==> src/rtl/mem_loader.sv <==
// Streams words into NUM_CH BRAM write ports in channel order and stalls the CPU until loading ends.
// Optional MEM_LOADER_CHECKSUM_EN adds a trailing checksum beat verified before release.
module mem_loader #(
  parameter int DATA_WIDTH = 32,
  parameter int ADDR_WIDTH = 10,
  parameter int NUM_CH     = 2,
  parameter int CNT_WIDTH  = 9
) (
  input  logic                           clk,
  input  logic                           rst,
  input  logic                           start,
  input  logic [NUM_CH*CNT_WIDTH-1:0]    word_cnt,
  input  logic                           s_valid,
  input  logic [DATA_WIDTH-1:0]          s_data,
  output logic                           s_ready,
  output logic [NUM_CH*ADDR_WIDTH-1:0]   w_addr,
  output logic [NUM_CH*DATA_WIDTH-1:0]   w_dat,
  output logic [NUM_CH-1:0]              w_enb,
  output logic                           cpu_stall,
  output logic                           busy,
  output logic                           done,
  output logic                           err
);

  localparam int          IDX_W = ADDR_WIDTH - 2;
  localparam int          CH_W  = (NUM_CH > 1) ? $clog2(NUM_CH) : 1;
  localparam logic [31:0] LIMIT = 32'd1 << IDX_W;

  typedef enum logic [2:0] {
    S_IDLE,
    S_LOAD,
    S_FLUSH,
    S_CHECK,
    S_DONE,
    S_ERROR
  } state_t;

  state_t                            state_q, state_d;
  logic [NUM_CH-1:0][CNT_WIDTH-1:0]  cnt_q, cnt_d;
  logic [CH_W-1:0]                   ch_q, ch_d;
  logic [IDX_W-1:0]                  idx_q, idx_d;

  logic              hs;
  logic              start_go;
  logic              in_over;
  logic [NUM_CH-1:0] in_nz;
  logic [CH_W-1:0]   first_ch;
  logic [CH_W-1:0]   next_ch;
  logic              has_next;
  logic              last_in_ch;

`ifdef MEM_LOADER_CHECKSUM_EN
  logic [DATA_WIDTH-1:0] sum_q;
`endif

  // s_ready is only ever high in LOAD or CHECK, so hs alone identifies an accepted beat.
  assign hs       = s_valid && s_ready;
  assign start_go = start && (state_q == S_IDLE || state_q == S_DONE || state_q == S_ERROR);

  // Decode of the incoming counts and of the channel walk order.
  always_comb begin
    // NOTE: every variable gets a default before any branch so no latch is inferred.
    in_over  = 1'b0;
    in_nz    = '0;
    first_ch = '0;
    next_ch  = '0;
    has_next = 1'b0;
    for (int k = 0; k < NUM_CH; k++) begin
      in_nz[k] = (word_cnt[k*CNT_WIDTH +: CNT_WIDTH] != '0);
      if (32'(word_cnt[k*CNT_WIDTH +: CNT_WIDTH]) > LIMIT) in_over = 1'b1;
    end
    for (int k = NUM_CH - 1; k >= 0; k--) begin
      if (in_nz[k]) first_ch = CH_W'(k);
      if (k > int'(ch_q) && cnt_q[k] != '0) begin
        next_ch  = CH_W'(k);
        has_next = 1'b1;
      end
    end
    // idx is one bit too narrow to hold a full count, so compare in 32 bits.
    last_in_ch = ((32'(idx_q) + 32'd1) == 32'(cnt_q[ch_q]));
  end

  always_comb begin
    state_d = state_q;
    cnt_d   = cnt_q;
    ch_d    = ch_q;
    idx_d   = idx_q;
    case (state_q)
      S_IDLE, S_DONE, S_ERROR: begin
        if (start) begin
          for (int k = 0; k < NUM_CH; k++) cnt_d[k] = word_cnt[k*CNT_WIDTH +: CNT_WIDTH];
          ch_d  = first_ch;
          idx_d = '0;
          if (in_over) begin
            state_d = S_ERROR;
          end else if (in_nz == '0) begin
`ifdef MEM_LOADER_CHECKSUM_EN
            state_d = S_CHECK;
`else
            state_d = S_DONE;
`endif
          end else begin
            state_d = S_LOAD;
          end
        end
      end
      S_LOAD: begin
        if (hs) begin
          if (last_in_ch) begin
            idx_d = '0;
            if (has_next) begin
              ch_d = next_ch;
            end else begin
`ifdef MEM_LOADER_CHECKSUM_EN
              state_d = S_CHECK;
`else
              state_d = S_FLUSH;
`endif
            end
          end else begin
            idx_d = idx_q + 1'b1;
          end
        end
      end
      S_FLUSH: state_d = S_DONE;
      S_CHECK: begin
`ifdef MEM_LOADER_CHECKSUM_EN
        if (hs) state_d = (s_data == sum_q) ? S_DONE : S_ERROR;
`else
        state_d = S_IDLE;
`endif
      end
      default: state_d = S_IDLE;
    endcase
  end

  // Control state and status flags; flags are decoded from the next state so they stay registered.
  always_ff @(posedge clk or posedge rst) begin
    if (rst) begin
      state_q   <= S_IDLE;
      cnt_q     <= '0;
      ch_q      <= '0;
      idx_q     <= '0;
      s_ready   <= 1'b0;
      busy      <= 1'b0;
      done      <= 1'b0;
      err       <= 1'b0;
      cpu_stall <= 1'b1;
    end else begin
      // NOTE: sequential state uses non-blocking assignments so every flop samples pre-edge values.
      state_q   <= state_d;
      cnt_q     <= cnt_d;
      ch_q      <= ch_d;
      idx_q     <= idx_d;
      s_ready   <= (state_d == S_LOAD) || (state_d == S_CHECK);
      busy      <= (state_d == S_LOAD) || (state_d == S_FLUSH) || (state_d == S_CHECK);
      done      <= (state_d == S_DONE);
      err       <= (state_d == S_ERROR);
      cpu_stall <= (state_d != S_DONE);
    end
  end

  // Write port: one pulse per accepted data beat, one cycle after the handshake.
  always_ff @(posedge clk or posedge rst) begin
    if (rst) begin
      // NOTE: address and data registers are reset too, since they are visible outputs with defined reset values.
      w_enb  <= '0;
      w_addr <= '0;
      w_dat  <= '0;
    end else begin
      w_enb <= '0;
      if (hs && state_q == S_LOAD) begin
        w_enb[ch_q]                                  <= 1'b1;
        w_addr[int'(ch_q)*ADDR_WIDTH +: ADDR_WIDTH]  <= {idx_q, 2'b00};
        w_dat[int'(ch_q)*DATA_WIDTH +: DATA_WIDTH]   <= s_data;
      end
    end
  end

`ifdef MEM_LOADER_CHECKSUM_EN
  always_ff @(posedge clk or posedge rst) begin
    if (rst) begin
      sum_q <= '0;
    end else if (start_go) begin
      sum_q <= '0;
    end else if (hs && state_q == S_LOAD) begin
      sum_q <= sum_q + s_data;
    end
  end
`endif

endmodule

==> config.mk <==
export PLATFORM = sky130hd
export DESIGN_NAME = mem_loader
export DESIGN_NICKNAME = d
export VERILOG_FILES = /design/src/rtl/mem_loader.sv
export SDC_FILE = /design/constraint.sdc
export NUM_CORES = 1
export LEC_CHECK = 0
export ABC_AREA = 1
export BUFFER_PORTS_ARGS = -buffer_cell sky130_fd_sc_hd__buf_2
export CAP_MARGIN = 10
export CORE_UTILIZATION = 35
export DETAILED_ROUTE_END_ITERATION = 7
export SYNTH_ARGS = -nofsm -noshare
export SYNTH_HDL_FRONTEND = slang
export SYNTH_SLANG_ARGS = --single-unit
==> constraint.sdc <==
create_clock -name clk -period 4.7 [get_ports clk]
set_clock_uncertainty 0.05 [all_clocks]
set_input_delay 0.94 -clock clk [delete_from_list [all_inputs] [get_ports clk]]
set_output_delay 0.94 -clock clk [all_outputs]
set_load 0.05 [all_outputs]
Word-level counts from Yosys, hierarchy flattened
Index checks and enable logic that the tools add are counted.
- add/sub/neg operators: 4
- $mul: 1
- div/mod/pow operators: 0
- magnitude comparators: 5
- eq/ne operators: 15
- shifts and indexed selects: 4
- multiplexer cells: 28
- bitwise logic cells: 0
- reduce and logical (&&, ||, !) cells: 17
- operator list (operator ; count):
    64-bit bitwise mux ; 1
    32-bit by 33-bit variable shift with 64-bit output, first input constant ; 1
    32-bit by 33-bit variable part select with 64-bit output ; 1
    5-bit negation with 33-bit output ; 1
    6-bit negation with 33-bit output ; 1
    10-bit by 33-bit variable shift with 20-bit output, first input constant ; 1
    10-bit by 33-bit variable part select with 20-bit output ; 1
    9-bit nonzero test ; 3
    8-bit 2-to-1 mux ; 3
    20-bit bitwise mux ; 1
    9-bit > comparator, second input constant ; 2
    3-bit 2-to-1 mux ; 6
    9-bit 2-to-1 mux ; 2
    8-bit case mux with 2 select lines ; 1
    3-bit equality test, second input constant ; 4
    1-bit 2-to-1 mux ; 10
    8-bit by 1-bit adder with 9-bit output, second input constant ; 1
    3-bit by 2-bit equality test with 1-bit output, second input constant ; 3
    9-bit equality test ; 1
    3-bit case mux with 3 select lines ; 1
    8-bit by 1-bit adder with 8-bit output, second input constant ; 1
    2-bit inequality test, second input constant ; 4
    3-bit by 1-bit equality test with 1-bit output, second input constant ; 2
    5-bit AND reduction ; 1
    other kinds (16) ; 21
- register bits: 121
- latch bits: 0
- RAM bits: 0
- bits in read-only memories: 0
- input port bits: 54
- output and inout bits: 91
- word-level logic and storage cells: 87
- memories kept: 0

Depth between registers and ports, before layout
Gate-level depths: netlist of the first run.
- depth after elaboration: 10
- mapped depth: 15
- depth with buffers taken out: 15

Least setup slack after synthesis of the first run
OpenSTA, ideal clock, no wires.
- path kind: input to register
- start point: input port word_cnt[7]
- end point: register s_ready
- setup time: 0.122 ns
- data arrival time: 1.794 ns
- required time: 4.528 ns
- path slack: 2.734 ns
- cell stages on the path: 8
- path buffers: 0
- cell sequence: nor2_1 > nand2_1 > nor3_1 > nand2_1 > a21boi_0 > nand2_1 > nand2_1 > nor2_1
- word-level cells in the longest chain between the ends: 8
- elaborated cells on any way between the ends: 12
- classes of those cells: order compare (1); eq/ne (2); mux (6); reduce/logical (3)
- ends and longest elaborated chain (item ; line ; text):
    from (decl) ; 12 ; input logic [NUM_CH*CNT_WIDTH-1:0] word_cnt,
    9-bit > comparator or 9-bit nonzero test (tied branches) ; 70, 69 ;
    1-bit 2-to-1 mux or 2-bit zero test (tied branches) ; 70, 96 ;
    1-bit 2-to-1 mux or 3-bit 2-to-1 mux (tied branches) ; 70, 96 ;
    3-bit 2-to-1 mux * ; 94 ; if (in_over) begin
    3-bit 2-to-1 mux * ; 90 ; if (start) begin
    3-bit case mux with 3 select lines * ; 88 ; case (state_q)
    3-bit by 1-bit equality test with 1-bit output or 3-bit by 2-bit equality test with 1-bit output (tied branches) ; 155 ; s_ready <= (state_d == S_LOAD) || (state_d == S_CHECK);
    1-bit logical OR * ; 155 ;
    to (signal assigned) ; 155 ;
    to (decl) ; 15 ; output logic s_ready,
Every way passes the cells marked *; elsewhere a longest branch is shown, timed or not.
A chain may end at the register's enable or synchronous reset.

Final worst setup path of the first run
- start point: register cpu_stall
- end point: output port cpu_stall
- RTL lines (item ; line ; text):
    from (decl) ; 19 ; output logic cpu_stall,
    from (signal assigned) ; 159 ; cpu_stall <= (state_d != S_DONE);
No word-level cell between the ends.

==> results of run 1 <==
logic make-up (layout without fill, tap and decap cells):
group | Yosys count | in the layout | synth area share (%)
flops | 119 | 119 | 58.5
fa+ha+maj | 1 | 1 | 0.246
other cells | 1 | 2 | 0.0737
compound gates | 111 | 111 | 11.2
simple gates | 252 | 252 | 21.4
buf+inv | 109 | 263 | 8.56
cells in the final DEF (no fill, tap or decap), drive strengths merged, types with 4 or more instances in the layout:
master	instances
dfrtp	118
inv	85
clkbuf	23
nand2	197
buf	147
o21ai	102
o22ai	7
nand3	21
nor2	30
bufinv	4
flip-flops by register name, indices dropped and copies added (netlist names), 2 cells and up:
signal and cells:
cnt_q 18, idx_q 8, state_q 3, w_addr 18, w_dat 64, w_enb 2
power by group:
part / switching (mW) / leakage [nW] / internal (mW) / total, mW
clock: 0.440 / 0.299 / 0.923 / 1.36
sequential: 0.215 / 1.52 / 1.42 / 1.63
combinational: 1.79 / 1.79 / 0.527 / 2.32
total: 2.44 / 3.62 / 2.87 / 5.31
worst max path at each step:
stage                     startpoint         to  slack [ns]  cells after the start
after floorplan                  rst       busy        0.55                      1
after global placement       s_valid  w_dat[61]        2.10                      7
after detailed placement     s_valid  w_dat[48]        2.01                      7
after CTS                    s_valid  w_dat[48]        2.45                      7
after global routing            ch_q  w_dat[22]        2.30                      4
final                      cpu_stall  cpu_stall        2.54                      1
per-stage QoR:
stage	util, %	hold WS (ns)	worst slack (ns)	area, sq um
2_1_floorplan	-	0.387	0.554	5090
3_3_place_gp	42.4	0.395	2.10	5950
3_5_place_dp	42.4	0.399	2.01	5950
4_1_cts	46.8	0.413	2.45	6570
5_1_grt	46.9	0.433	2.30	6590
6_report	46.9	0.410	2.54	6590
layer usage:
metal / up-vias / share of wire (%) / track usage [%]
met4: 0 / 1.9 / 7.85
met5: - / 0 / 0
met1: 1991 / 46 / 21.3
met3: 17 / 6.0 / 4.18
li1: 2133 / - / -
met2: 123 / 46 / 26.0
final cells by class:
class,count,area [sq um]
flip-flops and latches,119,2980
well taps,180,225
fillers,1363,7450
inverters,85,322
multi-input cells,366,1680
repair buffers,147,761
clock buffers,23,478
clock inverters,8,145
==> impl_metrics.ini, run 1 <==
[status]
status = complete, no violations

[routing]
wl_um = 11800
routed_via_density = 4.59
wire_per_inst_um = 12.8
drc = 0
postRouteAntennaNets = 0
dr.pass1.iters = 5
drtIter0Drc = 193
vias = 4264

[setup_path]
critPathBufInv = 1
critPathTopFamily = flip-flops
r2r_cells = 5
worstPathCellList = buf_2
r2r_slack_ns = 2.58
worstSetupPathType = flop to output port
rr_endpoint = w_dat[22]
slowest_delay_ns = 0.51
critPathCaptureType = output port
startpoint_type = flop
regToRegStartpoint = ch_q
cp_max_fo = 1
required_ns = 3.71
crit_arrival_ns = 1.17
slowest_stage = dfstp_2

[timing]
setup_viol = 0
period_share_pct = 46.0
rsz0062_at_grt = false
finalSetupTns_ns = 0
drv_slew = 0
relSlewSlack_pct = 38.9
fmax_mhz = 462
worstMarginPinSlew_ns = 0.916
fin_crit_ns = 2.16
final-hold-violation-count = 0

[yosys]
yosys.area.top_type = dfrtp_1
synth_common_cells = 183 x nand2_1, 118 x dfrtp_1, 78 x inv_1
ys_seq_area_share_pct = 58.5
synth_area_leaders = dfrtp_1 58%, nand2_1 13%, o21ai_0 6.2%, inv_1 5.8%, o21ai_1 3.7%
synth-edff-count = 0
async_flop_share_pct = 100
synth_cell_types = 27
synth.avg_cell_area_sq_um = 8.58
ys_ff_latch = 119
netlist_area_sq_mm = 0.00509
synth_most_common_cell = nand2_1
ys_warn_count = 0
syn_inst = 593
synth_top_area_share_pct = 58.0
ys.flop_type = dfrtp_1

[cells_and_area]
final_cell_count_no_fill = 928
diodes = 0
area_growth_pct = 29.5
layout.nets = 791
drive_gt1_share_pct = 27.8

[worst_hold_path]
hold_path_end = w_addr[1]
hold_depth = 2
worstHoldStart = w_addr[1]
hold_path.class = flop to flop

[placed_design]
gp_congestion = 0.792
port_buffers = 142
dp_hpwl_um = 8530
dp.cells = 896

[pwr]
total_leakage_power_nw = 3.62
power_mw = 5.31
power.density_mw_per_mm2 = 806
peakVddDrop_v = 0.000267

[global_route]
grt_pass1_wl_um = 19000
grt_overflow = 0
grt_usage_pct = 16.5
grt_max_degree = 81
grt_antenna_before_repair = 0
grt_pass1_vias = 3955

[cts]
clock_latency_ns = 0.42
path_clk_slew_ns = 0.05
cts_resized = 0
cts_root_buffer = clkbuf_16
tritoncts.num_buffers = 17
cts.htree.levels = 4
cts.path.max_buffers = 2
cts_hold_buf = 0
post_cts_buffers = 0
cts_sinks = 119
cts_tree = built

[floorplanning]
core-area_sq_mm = 0.0140
die_w_um = 123
num_rows = 43
dieArea_sq_mm = 0.0150
ios = 145
start_util_pct = 36.2
die_h_um = 123

[flow_run]
drv_cap = 0
No activity file was read; power rests on OpenSTA's default activity.
==> run 2, diff against run 1 <==
==> constraint.sdc (replaced) <==
create_clock -name clk -period 1.8 [get_ports clk]
set_clock_uncertainty 0.05 [all_clocks]
set_input_delay 0.36 -clock clk [delete_from_list [all_inputs] [get_ports clk]]
set_output_delay 0.36 -clock clk [all_outputs]
set_load 0.05 [all_outputs]
==> impl_metrics.ini, run 2 (synthesized netlist as in run 1, its figures left out) <==
[routing]
dr.pass1.iters = 5
routed_via_density = 4.56
wl_um = 11800
wire_per_inst_um = 12.6
postRouteAntennaNets = 0
vias = 4281
drtIter0Drc = 217
drc = 0

[floorplanning]
ios = 145
core-area_sq_mm = 0.0140
num_rows = 43
start_util_pct = 36.2
die_h_um = 123
die_w_um = 123
dieArea_sq_mm = 0.0150

[cells_and_area]
seq_area_sq_mm = 0.00298
final_common_cell = nand2_1
largest-register = w_dat
largest_reg_flops = 64
reg_top3 = w_dat x64, cnt_q x18, w_addr x18
mostFrequentLayoutCells = 181 x nand2_1, 142 x buf_2, 118 x dfrtp_1
final_cell_count_no_fill = 938
drive_gt1_share_pct = 29.6
num-fill-cells = 1367
multi_input_area_sq_mm = 0.00171
finalInstanceArea_sq_mm = 0.00676
layout.nets = 800
area_growth_pct = 32.9
diodes = 0

[cts]
tritoncts.num_buffers = 17
cts.htree.levels = 4
cts_sinks = 119
cts.path.max_buffers = 2
post_cts_buffers = 0
path_clk_slew_ns = 0.06
clock_latency_ns = 0.42
cts_tree = built
cts_root_buffer = clkbuf_16

[global_route]
grt_pass1_vias = 4060
grt_max_degree = 81
grt_antenna_before_repair = 0
grt_overflow = 0
grt_pass1_wl_um = 19200
grt_usage_pct = 16.7

[placed_design]
placed_cell_area_sq_mm = 0.00609
gp_congestion = 0.807
port_buffers = 142
dp_slack_ns = 0.0325
dp_hpwl_um = 8480
dp.cells = 905

[setup_path]
critPathCaptureType = flop
r2r_slack_ns = 0.07
crit_arrival_ns = 1.98
worstPathCellList = buf_6, nand2_1, o21ai_1, buf_4, inv_1, nand3_1, nand2_1, nand2_2, nor2_4, nand2_4, nand2_4, o22ai_1
rr_endpoint = idx_q[2]
slowest_stage = dfrtp_1
slowest_delay_ns = 0.43
r2r_cells = 12
cp_max_fo = 8
setup.worst_path.start = ch_q
regToRegStartpoint = ch_q
startpoint_type = flop
worstSetupPathType = flop to flop
required_ns = 2.04

[pwr]
total_leakage_power_nw = 3.71
power.density_mw_per_mm2 = 2080
peakVddDrop_v = 0.000681

[worst_hold_path]
worstHoldStart = word_cnt[6]
hold_path_end = cnt_q[6]
hold_path.class = input pin to flop
hold_depth = 3

[timing]
rsz0062_at_grt = true
worstMarginPinSlew_ns = 0.548
final-hold-violation-count = 0
drv_slew = 0
fin_crit_ns = 1.73
hold_slack_ns = 0.0986
fmax_mhz = 577
layout_setup_ws_ns = 0.0662
setup_viol = 0
period_share_pct = 96.3
finalSetupTns_ns = 0
relSlewSlack_pct = 63.4

[status]
status = complete, no violations

[flow_run]
drv_cap = 0
[run 2: cell count changes in the layout (fill, tap and decap cells not counted), moves of 2 or more]
cell      previous run  this run
clkbuf_8             3         0
nand2_4              2         4
o21ai_1             38        40
inv_6                0         7
buf_6                0         3
clkbuf_1             3         0
buf_12               1         6
clkinv_4             0         2
o21ai_0             63        61
[run 2: stage by stage]
step | utilization (%) | total power, mW
after global placement | 43.4 | 10.5
after detailed placement | 43.4 | 10.6
after global routing | 48.2 | 15.0
final | 48.2 | 14.1
after floorplan | - | 8.96
after CTS | 47.8 | 14.1
[run 2: worst max path at each step]
stage	depth (start not counted)	end
final	12	idx_q[2]
after global routing	14	ch_q
after CTS	10	idx_q[7]
after detailed placement	10	done
after global placement	10	idx_q[1]
after floorplan	1	busy
[run 2: critical path, delay by kind of cell, from the launching register on]
kind	cells	cell delay, ns
and+or+nand+nor	7	0.62
DFF	1	0.43
buffers and inverters	3	0.35
AOI/OAI and AO/OA	2	0.16
[run 2: area by class of cell]
| class | instances | area share [%] |
|---|---|---|
| inverters | 85 | 4.81 |
| flip-flops and latches | 119 | 44.1 |
| well taps | 180 | 3.33 |
| multi-input cells | 366 | 25.3 |
| clock inverters | 15 | 2.79 |
| clock buffers | 17 | 6.29 |
| repair buffers | 156 | 13.4 |
[run 2: where the power goes]
part	internal, mW	leakage (nW)	switching [mW]
logic	1.55	1.89	4.78
registers	3.70	1.52	0.516
clock network	2.21	0.296	1.30
total	7.46	3.71	6.60
[run 2: what timing repair did]
action	in CTS	in global routing
hold buffers	1	0
setup endpoints to repair	0	12
resized for setup	0	12
hold endpoints to repair	17	0
[run 2: per-layer routing]
layer | global-route usage (%) | part of all wire, % | vias up
li1 | - | - | 2156
met1 | 20.8 | 46 | 1971
met4 | 7.47 | 1.7 | 0
met2 | 26.7 | 45 | 140
met5 | 0 | 0 | -
met3 | 5.16 | 7.1 | 14
==> run 3, diff against run 2 <==
--- a/config.mk
+++ b/config.mk
@@ -8,8 +8,11 @@
 export ABC_AREA = 1
 export BUFFER_PORTS_ARGS = -buffer_cell sky130_fd_sc_hd__buf_2
 export CAP_MARGIN = 10
-export CORE_UTILIZATION = 35
+export CELL_PAD_IN_SITES_DETAIL_PLACEMENT = 0
+export CELL_PAD_IN_SITES_GLOBAL_PLACEMENT = 1
+export CORE_UTILIZATION = 34
 export DETAILED_ROUTE_END_ITERATION = 7
+export PLACE_DENSITY_LB_ADDON = 0.1
 export SYNTH_ARGS = -nofsm -noshare
 export SYNTH_HDL_FRONTEND = slang
 export SYNTH_SLANG_ARGS = --single-unit
==> impl_metrics.ini, run 3 (synthesized netlist as in run 1, its figures left out) <==
[setup_path]
crit_arrival_ns = 1.97
required_ns = 2.03
cp_max_fo = 8
r2r_cells = 12
worstSetupPathType = flop to flop
rr_endpoint = idx_q[4]
setup.worst_path.start = ch_q
critPathCaptureType = flop
r2r_slack_ns = 0.07
regToRegStartpoint = ch_q
cp-endpoint = idx_q[4]
startpoint_type = flop

[placed_design]
gp_congestion = 0.765
dp_hpwl_um = 8980
port_buffers = 142

[timing]
setup_viol = 0
final-hold-violation-count = 0
period_share_pct = 96.3
rsz0062_at_grt = true
relSlewSlack_pct = 63.4
hold_slack_ns = 0.112
drv_slew = 0
fmax_mhz = 577
finalSetupTns_ns = 0
fin_crit_ns = 1.73
worstMarginPinSlew_ns = 0.547

[floorplanning]
dieArea_sq_mm = 0.0155
core-area_sq_mm = 0.0146
ios = 145
start_util_pct = 34.9
num_rows = 44
die_w_um = 124
die_h_um = 124

[cells_and_area]
largest_reg_flops = 64
final_util_pct = 46.7
final_common_cell = nand2_1
num-fill-cells = 1476
area_growth_pct = 34.0
largest-register = w_dat
layout.nets = 805
drive_gt1_share_pct = 31.7
reg_top3 = w_dat x64, cnt_q x18, w_addr x18
mostFrequentLayoutCells = 172 x nand2_1, 142 x buf_2, 115 x dfrtp_1
diodes = 0

[routing]
wl_met3_um = 468
wl_met1_um = 5910
highest_layer = met4
dr.pass1.iters = 6
drc = 0
drtIter0Drc = 191
postRouteAntennaNets = 0
wl_um = 12500
wire_per_inst_um = 13.1
vias = 4193
routed_via_density = 4.43
wl_met2_um = 5850

[pwr]
total_leakage_power_nw = 3.73
peakVddDrop_v = 0.000783
power.density_mw_per_mm2 = 2020

[worst_hold_path]
hold_path.class = input pin to flop

[cts]
cts.path.max_buffers = 2
cts.htree.levels = 4
clock_latency_ns = 0.41
cts_tree = built
tritoncts.num_buffers = 17
cts_root_buffer = clkbuf_16
path_clk_slew_ns = 0.05
cts_sinks = 119

[global_route]
grt_overflow = 0
grt_pass1_wl_um = 20700
grt_max_degree = 81
grt_pass1_vias = 4214
grt_usage_pct = 17.1
grt_antenna_before_repair = 0

[flow_run]
drv_cap = 0

[status]
status = complete, no violations
run 3: changes by cell type in the layout (fill, tap and decap cells not counted), sizes merged:
cell,delta
clkbuf,+12
inv,-7
buf,+4
bufinv,-3
clkinvlp,-1
run 3: critical path, stage by stage, from the launching register on:
cell and delay [ns]:
dfrtp_2 0.46, buf_12 0.17, nand2_4 0.07, o21ai_4 0.05, buf_4 0.14, inv_2 0.05, nand3_2 0.07, nand2_2 0.07
nand2_2 0.06, nor2_4 0.14, nand2_4 0.08, nand2_4 0.11, o22ai_1 0.08
run 3: worst min-delay path by stage:
stage                     slack (ns)   startpoint          to  depth (start not counted)
after global routing            0.11  word_cnt[5]    cnt_q[5]                          3
after CTS                       0.09  word_cnt[5]    cnt_q[5]                          3
after floorplan                 0.39     cnt_q[5]    cnt_q[5]                          2
final                           0.11  word_cnt[5]    cnt_q[5]                          3
after detailed placement        0.40          rst   w_addr[5]                          2
after global placement          0.39          rst  w_addr[15]                          2
run 3: area by class of cell:
type / count / area, sq um / share of cell area [%]
clock buffer: 28 / 507 / 7.43
tap: 184 / 230 / 3.38
sequential: 119 / 2980 / 43.8
inverter: 85 / 328 / 4.81
multi-input combinational: 366 / 1790 / 26.3
timing repair buffer: 161 / 956 / 14.0
clock inverter: 4 / 22.5 / 0.330
run 3: metrics by stage:
step	cells	instance area, sq um	total power [mW]	worst slack [ns]
2_1_floorplan	594	5100	8.96	-0.0645
3_3_place_gp	909	6100	10.5	-0.0246
3_5_place_dp	909	6100	10.6	-0.0171
4_1_cts	942	6640	13.7	0.0135
5_1_grt	947	6820	14.7	-0.0412
6_report	947	6820	13.8	0.0663
run 3: power by group:
| group | switching [mW] | internal [mW] |
|---|---|---|
| combinational | 4.87 | 1.68 |
| sequential | 0.530 | 3.71 |
| clock | 1.12 | 1.90 |
| total | 6.52 | 7.28 |
run 3: routing by layer:
| metal | vias to the layer above | GRT usage [%] |
|---|---|---|
| li1 | 2156 | - |
| met1 | 1925 | 22.1 |
| met2 | 96 | 27.2 |
| met3 | 16 | 4.17 |
| met4 | 0 | 7.65 |
| met5 | - | 0 |
run 3: timing repair:
| action | CTS | global route |
|---|---|---|
| resized for setup | 3 | 38 |
| endpoints found under the setup margin | 8 | 18 |
| setup buffers | 0 | 4 |
| pin swaps | 0 | 17 |
| hold buffers | 1 | 0 |
| gates cloned | 0 | 1 |
| hold endpoints to repair | 18 | 0 |
